==> src/rtl/pe_block_mac8x4_pkg.sv <==
// Shared widths, step counter sizing and FSM state type for the 8-row MAC tile.
// Latency: n/a (definitions only).
// Backpressure: n/a (definitions only).
package pe_pkg;
    localparam int DATA_W = 8;
    localparam int ACC_W  = 32;
    localparam int ROWS   = 8;
    localparam int DEPTH  = 4;
    localparam int STEP_W = $clog2(DEPTH);

    typedef logic signed [DATA_W-1:0] data_t;
    typedef logic signed [ACC_W-1:0]  acc_t;
    typedef logic [STEP_W-1:0]        step_t;

    typedef enum logic {
        IDLE = 1'b0,
        RUN  = 1'b1
    } state_e;
endpackage

==> src/rtl/pe_block_mac8x4_if.sv <==
// Bus bundle for the MAC tile: broadcast activation, per-row weight/bias in, per-row results and valid out.
// Latency: n/a (wiring only).
// Backpressure: none; results are a one-cycle valid pulse with no ready.
// Ports: ifmap, weight0..7, bias0..7, i_en (master->slave); ofmap0..7, valid (slave->master).
interface pe_block_mac8x4_if;
    import pe_pkg::*;

    data_t ifmap;
    data_t weight0, weight1, weight2, weight3, weight4, weight5, weight6, weight7;
    acc_t  bias0, bias1, bias2, bias3, bias4, bias5, bias6, bias7;
    logic  i_en;
    acc_t  ofmap0, ofmap1, ofmap2, ofmap3, ofmap4, ofmap5, ofmap6, ofmap7;
    logic  valid;

    modport master (
        output ifmap,
        output weight0, weight1, weight2, weight3, weight4, weight5, weight6, weight7,
        output bias0, bias1, bias2, bias3, bias4, bias5, bias6, bias7,
        output i_en,
        input  ofmap0, ofmap1, ofmap2, ofmap3, ofmap4, ofmap5, ofmap6, ofmap7,
        input  valid
    );

    modport slave (
        input  ifmap,
        input  weight0, weight1, weight2, weight3, weight4, weight5, weight6, weight7,
        input  bias0, bias1, bias2, bias3, bias4, bias5, bias6, bias7,
        input  i_en,
        output ofmap0, ofmap1, ofmap2, ofmap3, ofmap4, ofmap5, ofmap6, ofmap7,
        output valid
    );
endinterface

==> src/rtl/pe_block_mac8x4_row_mac.sv <==
// One MAC row: signed 8x8 product, sign-extended and added (mod 2^32) to bias on load or to the running acc.
// Latency: result registered one cycle after each load/acc_en step.
// Backpressure: none; holds its value whenever neither load nor acc_en is set.
// Ports: clk, rst (async active-low), load_i, acc_en_i, ifmap_i, weight_i, bias_i -> acc_o.
module pe_row_mac
    import pe_pkg::*;
(
    input  logic  clk,
    input  logic  rst,
    input  logic  load_i,
    input  logic  acc_en_i,
    input  data_t ifmap_i,
    input  data_t weight_i,
    input  acc_t  bias_i,
    output acc_t  acc_o
);
    logic signed [2*DATA_W-1:0] prod;
    acc_t                       base;
    acc_t                       acc_d;
    acc_t                       acc_q;

    assign prod  = ifmap_i * weight_i;
    // The first step of a computation replaces the old result with the bias.
    assign base  = load_i ? bias_i : acc_q;
    assign acc_d = base + {{(ACC_W-2*DATA_W){prod[2*DATA_W-1]}}, prod};

    always_ff @(posedge clk or negedge rst) begin
        if (!rst) begin
            acc_q <= '0;
        end else if (load_i || acc_en_i) begin
            acc_q <= acc_d;
        end
    end

    assign acc_o = acc_q;
endmodule

==> src/rtl/pe_block_mac8x4.sv <==
// 8-row MAC tile: DEPTH-step dot product per row plus bias, valid pulsed for one cycle on completion.
// Latency: result and valid appear after the DEPTH-th accepted step (start edge + DEPTH-1 edges).
// Backpressure: none; i_en is ignored while busy, back-to-back start allowed on the valid cycle.
// Ports: clk, rst (async active-low), bus (slave modport: ifmap, weight0..7, bias0..7, i_en, ofmap0..7, valid).
module pe_block_mac8x4
    import pe_pkg::*;
(
    input  logic               clk,
    input  logic               rst,
    pe_block_mac8x4_if.slave   bus
);
    state_e state_q, state_d;
    step_t  step_q, step_d;
    logic   valid_q, valid_d;
    logic   load;
    logic   acc_en;

    data_t  w_arr   [ROWS];
    acc_t   b_arr   [ROWS];
    acc_t   acc_arr [ROWS];

    assign w_arr[0] = bus.weight0;
    assign w_arr[1] = bus.weight1;
    assign w_arr[2] = bus.weight2;
    assign w_arr[3] = bus.weight3;
    assign w_arr[4] = bus.weight4;
    assign w_arr[5] = bus.weight5;
    assign w_arr[6] = bus.weight6;
    assign w_arr[7] = bus.weight7;

    assign b_arr[0] = bus.bias0;
    assign b_arr[1] = bus.bias1;
    assign b_arr[2] = bus.bias2;
    assign b_arr[3] = bus.bias3;
    assign b_arr[4] = bus.bias4;
    assign b_arr[5] = bus.bias5;
    assign b_arr[6] = bus.bias6;
    assign b_arr[7] = bus.bias7;

    always_ff @(posedge clk or negedge rst) begin
        if (!rst) begin
            state_q <= IDLE;
            step_q  <= '0;
            valid_q <= 1'b0;
        end else begin
            state_q <= state_d;
            step_q  <= step_d;
            valid_q <= valid_d;
        end
    end

    always_comb begin
        state_d = state_q;
        step_d  = step_q;
        valid_d = 1'b0;
        load    = 1'b0;
        acc_en  = 1'b0;
        unique case (state_q)
            IDLE: begin
                if (bus.i_en) begin
                    load    = 1'b1;
                    step_d  = step_t'(1);
                    state_d = RUN;
                end
            end
            RUN: begin
                // i_en is deliberately not looked at here: a run always completes.
                acc_en = 1'b1;
                if (step_q == step_t'(DEPTH-1)) begin
                    valid_d = 1'b1;
                    step_d  = '0;
                    state_d = IDLE;
                end else begin
                    step_d  = step_q + step_t'(1);
                end
            end
            default: begin
                state_d = IDLE;
                step_d  = '0;
            end
        endcase
    end

    for (genvar r = 0; r < ROWS; r++) begin : g_row
        pe_row_mac u_row (
            .clk      (clk),
            .rst      (rst),
            .load_i   (load),
            .acc_en_i (acc_en),
            .ifmap_i  (bus.ifmap),
            .weight_i (w_arr[r]),
            .bias_i   (b_arr[r]),
            .acc_o    (acc_arr[r])
        );
    end

    assign bus.ofmap0 = acc_arr[0];
    assign bus.ofmap1 = acc_arr[1];
    assign bus.ofmap2 = acc_arr[2];
    assign bus.ofmap3 = acc_arr[3];
    assign bus.ofmap4 = acc_arr[4];
    assign bus.ofmap5 = acc_arr[5];
    assign bus.ofmap6 = acc_arr[6];
    assign bus.ofmap7 = acc_arr[7];
    assign bus.valid  = valid_q;
endmodule

==> src/flat_wrapper.sv <==
// flat-port wrapper written by rule: the top's interface ports become plain ports
module pe_block_mac8x4_flat import pe_pkg::*;
  (clk, rst, bus_ifmap, bus_weight0, bus_weight1, bus_weight2, bus_weight3, bus_weight4, bus_weight5, bus_weight6, bus_weight7, bus_bias0, bus_bias1, bus_bias2, bus_bias3, bus_bias4, bus_bias5, bus_bias6, bus_bias7, bus_i_en, bus_ofmap0, bus_ofmap1, bus_ofmap2, bus_ofmap3, bus_ofmap4, bus_ofmap5, bus_ofmap6, bus_ofmap7, bus_valid);
  pe_block_mac8x4_if bus_i ();
  input  logic clk;
  input  logic rst;
  input wire logic [$bits(bus_i.ifmap)-1:0] bus_ifmap;
  input wire logic [$bits(bus_i.weight0)-1:0] bus_weight0;
  input wire logic [$bits(bus_i.weight1)-1:0] bus_weight1;
  input wire logic [$bits(bus_i.weight2)-1:0] bus_weight2;
  input wire logic [$bits(bus_i.weight3)-1:0] bus_weight3;
  input wire logic [$bits(bus_i.weight4)-1:0] bus_weight4;
  input wire logic [$bits(bus_i.weight5)-1:0] bus_weight5;
  input wire logic [$bits(bus_i.weight6)-1:0] bus_weight6;
  input wire logic [$bits(bus_i.weight7)-1:0] bus_weight7;
  input wire logic [$bits(bus_i.bias0)-1:0] bus_bias0;
  input wire logic [$bits(bus_i.bias1)-1:0] bus_bias1;
  input wire logic [$bits(bus_i.bias2)-1:0] bus_bias2;
  input wire logic [$bits(bus_i.bias3)-1:0] bus_bias3;
  input wire logic [$bits(bus_i.bias4)-1:0] bus_bias4;
  input wire logic [$bits(bus_i.bias5)-1:0] bus_bias5;
  input wire logic [$bits(bus_i.bias6)-1:0] bus_bias6;
  input wire logic [$bits(bus_i.bias7)-1:0] bus_bias7;
  input wire logic [$bits(bus_i.i_en)-1:0] bus_i_en;
  output wire logic [$bits(bus_i.ofmap0)-1:0] bus_ofmap0;
  output wire logic [$bits(bus_i.ofmap1)-1:0] bus_ofmap1;
  output wire logic [$bits(bus_i.ofmap2)-1:0] bus_ofmap2;
  output wire logic [$bits(bus_i.ofmap3)-1:0] bus_ofmap3;
  output wire logic [$bits(bus_i.ofmap4)-1:0] bus_ofmap4;
  output wire logic [$bits(bus_i.ofmap5)-1:0] bus_ofmap5;
  output wire logic [$bits(bus_i.ofmap6)-1:0] bus_ofmap6;
  output wire logic [$bits(bus_i.ofmap7)-1:0] bus_ofmap7;
  output wire logic [$bits(bus_i.valid)-1:0] bus_valid;
  assign bus_i.ifmap = bus_ifmap;
  assign bus_i.weight0 = bus_weight0;
  assign bus_i.weight1 = bus_weight1;
  assign bus_i.weight2 = bus_weight2;
  assign bus_i.weight3 = bus_weight3;
  assign bus_i.weight4 = bus_weight4;
  assign bus_i.weight5 = bus_weight5;
  assign bus_i.weight6 = bus_weight6;
  assign bus_i.weight7 = bus_weight7;
  assign bus_i.bias0 = bus_bias0;
  assign bus_i.bias1 = bus_bias1;
  assign bus_i.bias2 = bus_bias2;
  assign bus_i.bias3 = bus_bias3;
  assign bus_i.bias4 = bus_bias4;
  assign bus_i.bias5 = bus_bias5;
  assign bus_i.bias6 = bus_bias6;
  assign bus_i.bias7 = bus_bias7;
  assign bus_i.i_en = bus_i_en;
  assign bus_ofmap0 = bus_i.ofmap0;
  assign bus_ofmap1 = bus_i.ofmap1;
  assign bus_ofmap2 = bus_i.ofmap2;
  assign bus_ofmap3 = bus_i.ofmap3;
  assign bus_ofmap4 = bus_i.ofmap4;
  assign bus_ofmap5 = bus_i.ofmap5;
  assign bus_ofmap6 = bus_i.ofmap6;
  assign bus_ofmap7 = bus_i.ofmap7;
  assign bus_valid = bus_i.valid;
  pe_block_mac8x4 u_core (.clk(clk), .rst(rst), .bus(bus_i));
endmodule
==> config.mk <==
export PLATFORM = sky130hd
export DESIGN_NAME = pe_block_mac8x4_flat
export DESIGN_NICKNAME = d
export VERILOG_FILES = /design/src/rtl/pe_block_mac8x4_pkg.sv /design/src/rtl/pe_block_mac8x4_if.sv /design/src/rtl/pe_block_mac8x4_row_mac.sv /design/src/rtl/pe_block_mac8x4.sv /design/src/flat_wrapper.sv
export SDC_FILE = /design/constraint.sdc
export NUM_CORES = 2
export LEC_CHECK = 0
export CORE_MARGIN = 2
export CORE_UTILIZATION = 58
export CTS_BUF_LIST = sky130_fd_sc_hd__clkbuf_4 sky130_fd_sc_hd__clkbuf_8 sky130_fd_sc_hd__clkbuf_16
export DETAILED_ROUTE_END_ITERATION = 6
export PLACE_DENSITY_LB_ADDON = 0.15
export SLEW_MARGIN = 20
export SYNTH_ARGS = -nofsm -noshare
export SYNTH_HDL_FRONTEND = slang
export SYNTH_SLANG_ARGS = --single-unit
==> constraint.sdc <==
create_clock -name clk -period 6.9 [get_ports clk]
set_clock_uncertainty 0.1 [all_clocks]
set_input_delay 1.035 -clock clk [delete_from_list [all_inputs] [get_ports clk]]
set_output_delay 1.035 -clock clk [all_outputs]
set_load 0.02 [all_outputs]
**Word level (Yosys, flattened, before mapping)**

Cells that the tools add are included.

- Output and inout bits: 257
- Flip-flop bits (word level): 260
- Word-level logic and storage cells: 50

- Multipliers: 8
- Bitwise logic cells: 1
- Add/sub/neg operators: 9
- Multiplexer cells: 18
- Equal/unequal tests: 2
- Reductions and logical operators: 1

Operators by type and width:

| cell | number |
|---|---|
| $add A32 B32 Y32 | 8 |
| $mux W32 | 8 |
| $mul A8 B8 Y16 | 8 |
| $mux W1 | 6 |
| $mux W2 | 2 |
| $pmux W2 S2 | 1 |
| $add A2 B1 Y2 const B | 1 |
| $eq A2 B2 Y1 const B | 1 |
| $ne A2 B2 Y1 const B | 1 |
| $pmux W1 S2 | 1 |
| $logic_or A1 B1 Y1 | 1 |
| $not A1 Y1 | 1 |

**Longest topological paths before layout**

- Depth in word-level cells: 4
- Mapped depth: 35
- Gate-level depth less buffers: 32

**Modules after synthesis**

Synthesis repeated with hierarchy kept, for this count alone.

- Cells, all modules: 5303
- Area, all modules: 46004.1 µm²

Modules (own cells, without submodules):

| module | instances | area each (µm²) | cells each | seq. area each (µm²) |
|---|---|---|---|---|
| pe_row_mac at u_core.g_row[5].u_row ... | 2 | 5904.4 | 676 | 800.8 |
| pe_row_mac at u_core.g_row[0].u_row ... | 2 | 5706.7 | 669 | 800.8 |
| pe_row_mac at u_core.g_row[7].u_row | 1 | 5736.8 | 671 | 800.8 |
| pe_row_mac at u_core.g_row[2].u_row | 1 | 5671.7 | 658 | 800.8 |
| pe_row_mac at u_core.g_row[3].u_row | 1 | 5629.1 | 625 | 800.8 |
| pe_row_mac at u_core.g_row[4].u_row | 1 | 5585.4 | 647 | 800.8 |
| pe_block_mac8x4 | 1 | 158.9 | 12 | 100.1 |

**Worst setup path before layout**

Ideal clock, no wire load.

- Path type: in2reg
- From: in bus_ifmap[7]
- To: reg u_core.g_row[7].u_row.acc_q[29]
- Data arrival time: 8412 ps
- Data required time: 6679 ps
- Stages on the path: 30
- Setup slack: -1733 ps
- Path through: clkbuf_1 -> clkbuf_1 -> nand2_1 -> fa_1 -> fa_1 -> inv_1 -> fa_1 -> inv_1 -> fa_1 -> inv_1 -> ha_1 -> o21ai_0 -> a221oi_1 -> nand2_1 -> a31oi_1 -> xnor2_1 -> clkinv_1 -> ha_1 -> nor2b_1 -> nand2_1 -> nor2_1 -> mux2_2 -> a2111oi_0 -> nor3b_1 -> a21oi_1 -> o21ai_1 -> nand2b_1 -> mux2i_1 -> a21oi_1 -> o22a_1

- Word-level cells in the longest chain between the ends: 2

RTL lines:

| element | line | text |
|---|---|---|
| start: declaration | flat_wrapper.sv:7 | `input wire logic [$bits(bus_i.ifmap)-1:0] bus_ifmap;` |
| $mul A8 B8 Y16 | pe_block_mac8x4_row_mac.sv:22 | `assign prod = ifmap_i * weight_i;` |
| $add A32 B32 Y32 | pe_block_mac8x4_row_mac.sv:25 | `assign acc_d = base + {{(ACC_W-2*DATA_W){prod[2*DATA_W-1]}}, prod};` |
| end signal: assignment | pe_block_mac8x4_row_mac.sv:29 | `acc_q <= '0;` |
| end signal: assignment | pe_block_mac8x4_row_mac.sv:31 | `acc_q <= acc_d;` |
| end: declaration | pe_block_mac8x4_row_mac.sv:20 | `acc_t acc_q;` |

No other way between the ends.
A chain may end at the register's enable or synchronous reset.

**Final worst setup path**

- From: in bus_ifmap[6]
- To: reg u_core.g_row[7].u_row.acc_q[31]

The elaborated chain is that of the path after synthesis.

==> results.sh <==
export IMPL_outcome="finished, violations left"
export IMPL_violations="setup timing"
export IMPL_insertion_delay_ns=0.58
export IMPL_h_tree_depth=2
export IMPL_critPathMostFrequentCell="fa_1"
export IMPL_maxCapViolations=0
export IMPL_clock_path_buffers=3
export IMPL_synth_compound_area_share_pct=14.7
export IMPL_postSynthCellCount=5652
export IMPL_crit_path_top_delay_cell="fa_1"
export IMPL_die_w_um=282
export IMPL_finalSetupViolations=72
export IMPL_wirelength_mm=169
export IMPL_grt_pass1_wl_mm=248
export IMPL_setup_ws_ns=-0.429
export IMPL_dr_total_vias=46949
export IMPL_ant_nets=0
export IMPL_rrSetupSlack_ns=1.64
export IMPL_finalNetCount=8371
export IMPL_syn_area_sq_um=44900
export IMPL_cts_tree="built"
export IMPL_wl_per_cell_um=20.5
export IMPL_antenna_found_initial=34
export IMPL_ys_seq_area_share_pct=14.5
export IMPL_syn2layout_area_growth_pct=44.2
export IMPL_drc=0
export IMPL_place_area_sq_um=59600
export IMPL_endpoint_kind="register"
export IMPL_rsz0062_at_grt="yes"
export IMPL_fillers=4717
export IMPL_finalNonFillerCells=8244
export IMPL_max_freq_ghz=0.136
export IMPL_grt_usage_pct=39.7
export IMPL_postLayoutCellArea_sq_um=64700
export IMPL_mostFrequentLayoutCell="nand2_1"
export IMPL_synthAdderAreaFrac_pct=32.3
export IMPL_final_cell_mix="nand2_1, buf_4, inv_1"
export IMPL_dieArea_sq_um=79600
export IMPL_initial_core_util_pct=58.2
export IMPL_syn_nets=6872
export IMPL_crit_arrival_ns=7.68
export IMPL_dp_hpwl_mm=126
export IMPL_ys_warnings_count=0
export IMPL_fin_crit_sh_pct=106
export IMPL_yosys_area_top_type="fa_1"
export IMPL_cts_buffers=35
export IMPL_hp_class="in2async"
export IMPL_avgViaCountPerCell=5.69
export IMPL_synth_edf_count=0
export IMPL_die_h_um=282
export IMPL_dp_slack_ns=-1.15
export IMPL_fin_crit_ns=7.33
export IMPL_synth_top_family_by_area="adder cells"
export IMPL_overflow=0
export IMPL_tightestPinTransition_ns=1.11
export IMPL_hold_viol=0
export IMPL_synthMuxAreaShare_pct=2.28
export IMPL_grt_max_degree=154
export IMPL_place_gp_congestion=0.976
export IMPL_ys_ff_latch=260
export IMPL_yosysUniqueCellTypes=94
export IMPL_drtPass1Iterations=6
export IMPL_crit_path_start_kind="input port"
export IMPL_synthXorXnorAreaFrac_pct=7.58
export IMPL_cpPeakStageDelay_ns=0.54
export IMPL_cts_hold_buf=0
export IMPL_dp_cells=8020
export IMPL_initialDrtViolationCount=3300
export IMPL_yosys_area_top_type_share_pct=20.0
export IMPL_syn_area_per_cell_sq_um=7.94
export IMPL_cts_root_buf="clkbuf_16"
export IMPL_rows=102
export IMPL_relSlewSlack_pct=26.2
export IMPL_cts_clk_slew_worst_paths_ns=0.06
export IMPL_core_sq_um=77100
export IMPL_cts_sinks=260
export IMPL_first_global_vias=46791
export IMPL_synth_simple_area_share_pct=20.3
export IMPL_hold_ws_ns=0.349
export IMPL_cp_max_fo=5
export IMPL_io_buffers=587
export IMPL_ios=588
export IMPL_ys_async_sr_fraction_pct=100
export IMPL_critPathKind="in2reg"
export IMPL_final_layout_size_suffix_gt1_share_pct=24.2
export IMPL_required_ns=7.25
export IMPL_synthFlopType="dfrtp_1"
export IMPL_finalMaxSlewViolations=0
export IMPL_synth_area_leaders="fa_1, dfrtp_1, ha_1"
## layout make-up
class                           instances  area [sq um]  share of cell area (%)
Multi-Input combinational cell       4409         38000                    58.7
Sequential cell                       260          6510                    10.1
Timing Repair Buffer                 1650         14700                    22.7
Clock buffer                           47          1000                    1.55
Antenna cell                           32          80.1                   0.124
Inverter                              795          3010                    4.65
Tap cell                             1040          1300                    2.01
Clock inverter                         11           126                   0.195
## routing by layer
layer,share of wire [%],track usage (%)
met1,35,43.6
met4,8.5,28.5
met2,49,68.3
met3,7.9,8.65
met5,0.038,0
## through the flow
stage | util (%) | setup TNS, ns
floorplan | - | -8.40
global placement | 77.3 | -71.95
detailed placement | 77.3 | -87.29
CTS | 81.4 | -4.08
global route | 84.0 | -30.43
finish | 84.0 | -11.74
## flip-flops by register name, indices dropped and copies added, names as in the netlist
signal and cells:
u_core.step_q 2, u_core.state_q 1, u_core.g_row.u_row.acc_o 256, u_core.bus.valid 1
## worst max-delay path: cells and delay by family
family          cells  cell delay, ns
mux                 2            0.55
simple gates        6            0.76
compound gates     10            1.75
fa+ha+maj           6            2.61
xor+xnor            1            0.17
buf+inv             9            0.78
## what timing repair did
item | 4_1_cts | 5_1_grt
gates cloned | 6 | 1
gates resized for setup | 366 | 335
pin swaps | 234 | 296
setup buffers | 81 | 71
endpoints found under the setup margin | 88 | 102
## cell families (layout without fill, tap and decap cells)
family                     after synthesis  count (layout)
AOI/OAI and AO/OA                     1062            1062
xor gates and xnor gates               364             364
adders and majority gates              890             890
buffers and inverters                  983            2503
DFF                                    260             260
muxes                                  100             100
other                                    0              32
and+or+nand+nor                       1993            1993
## path summary, 6_finish.rpt
path	start	endpoint	cells past startpoint
setup / recovery	bus_ifmap[6]	u_core.g_row[7].u_row.acc_o[31]$_DFFE_PN0P_	34
hold / removal	rst	u_core.g_row[2].u_row.acc_o[23]$_DFFE_PN0P_	1
setup reg to reg	u_core.state_q$_DFF_PN0_	u_core.g_row[6].u_row.acc_o[26]$_DFFE_PN0P_	20
hold reg to reg	u_core.g_row[4].u_row.acc_o[24]$_DFFE_PN0P_	u_core.g_row[4].u_row.acc_o[24]$_DFFE_PN0P_	2
max in group asynchronous	rst	u_core.g_row[1].u_row.acc_o[13]$_DFFE_PN0P_	2
min in group clk	u_core.g_row[4].u_row.acc_o[24]$_DFFE_PN0P_	u_core.g_row[4].u_row.acc_o[24]$_DFFE_PN0P_	2
## Yosys cell counts (all sizes together), types with 29 or more instances
| cell | instances |
|---|---|
| inv | 793 |
| a31oi | 30 |
| dfrtp | 260 |
| xor2 | 111 |
| fa | 448 |
| xnor2 | 240 |
| nand2 | 989 |
| ha | 441 |
| and2 | 364 |
| a21o | 85 |
| a21oi | 392 |
| nand2b | 51 |
| o31ai | 29 |
| nor2 | 320 |
| o21bai | 50 |
| mux2i | 83 |
| nor3 | 39 |
| nand3 | 49 |
| buf | 29 |
| clkbuf | 159 |
| o21a | 66 |
| o21ai | 232 |
| nor2b | 77 |
Power is left out: the tool's default activity adds up to more than one toggle a clock period on the data nets, which glitch-free logic cannot reach.
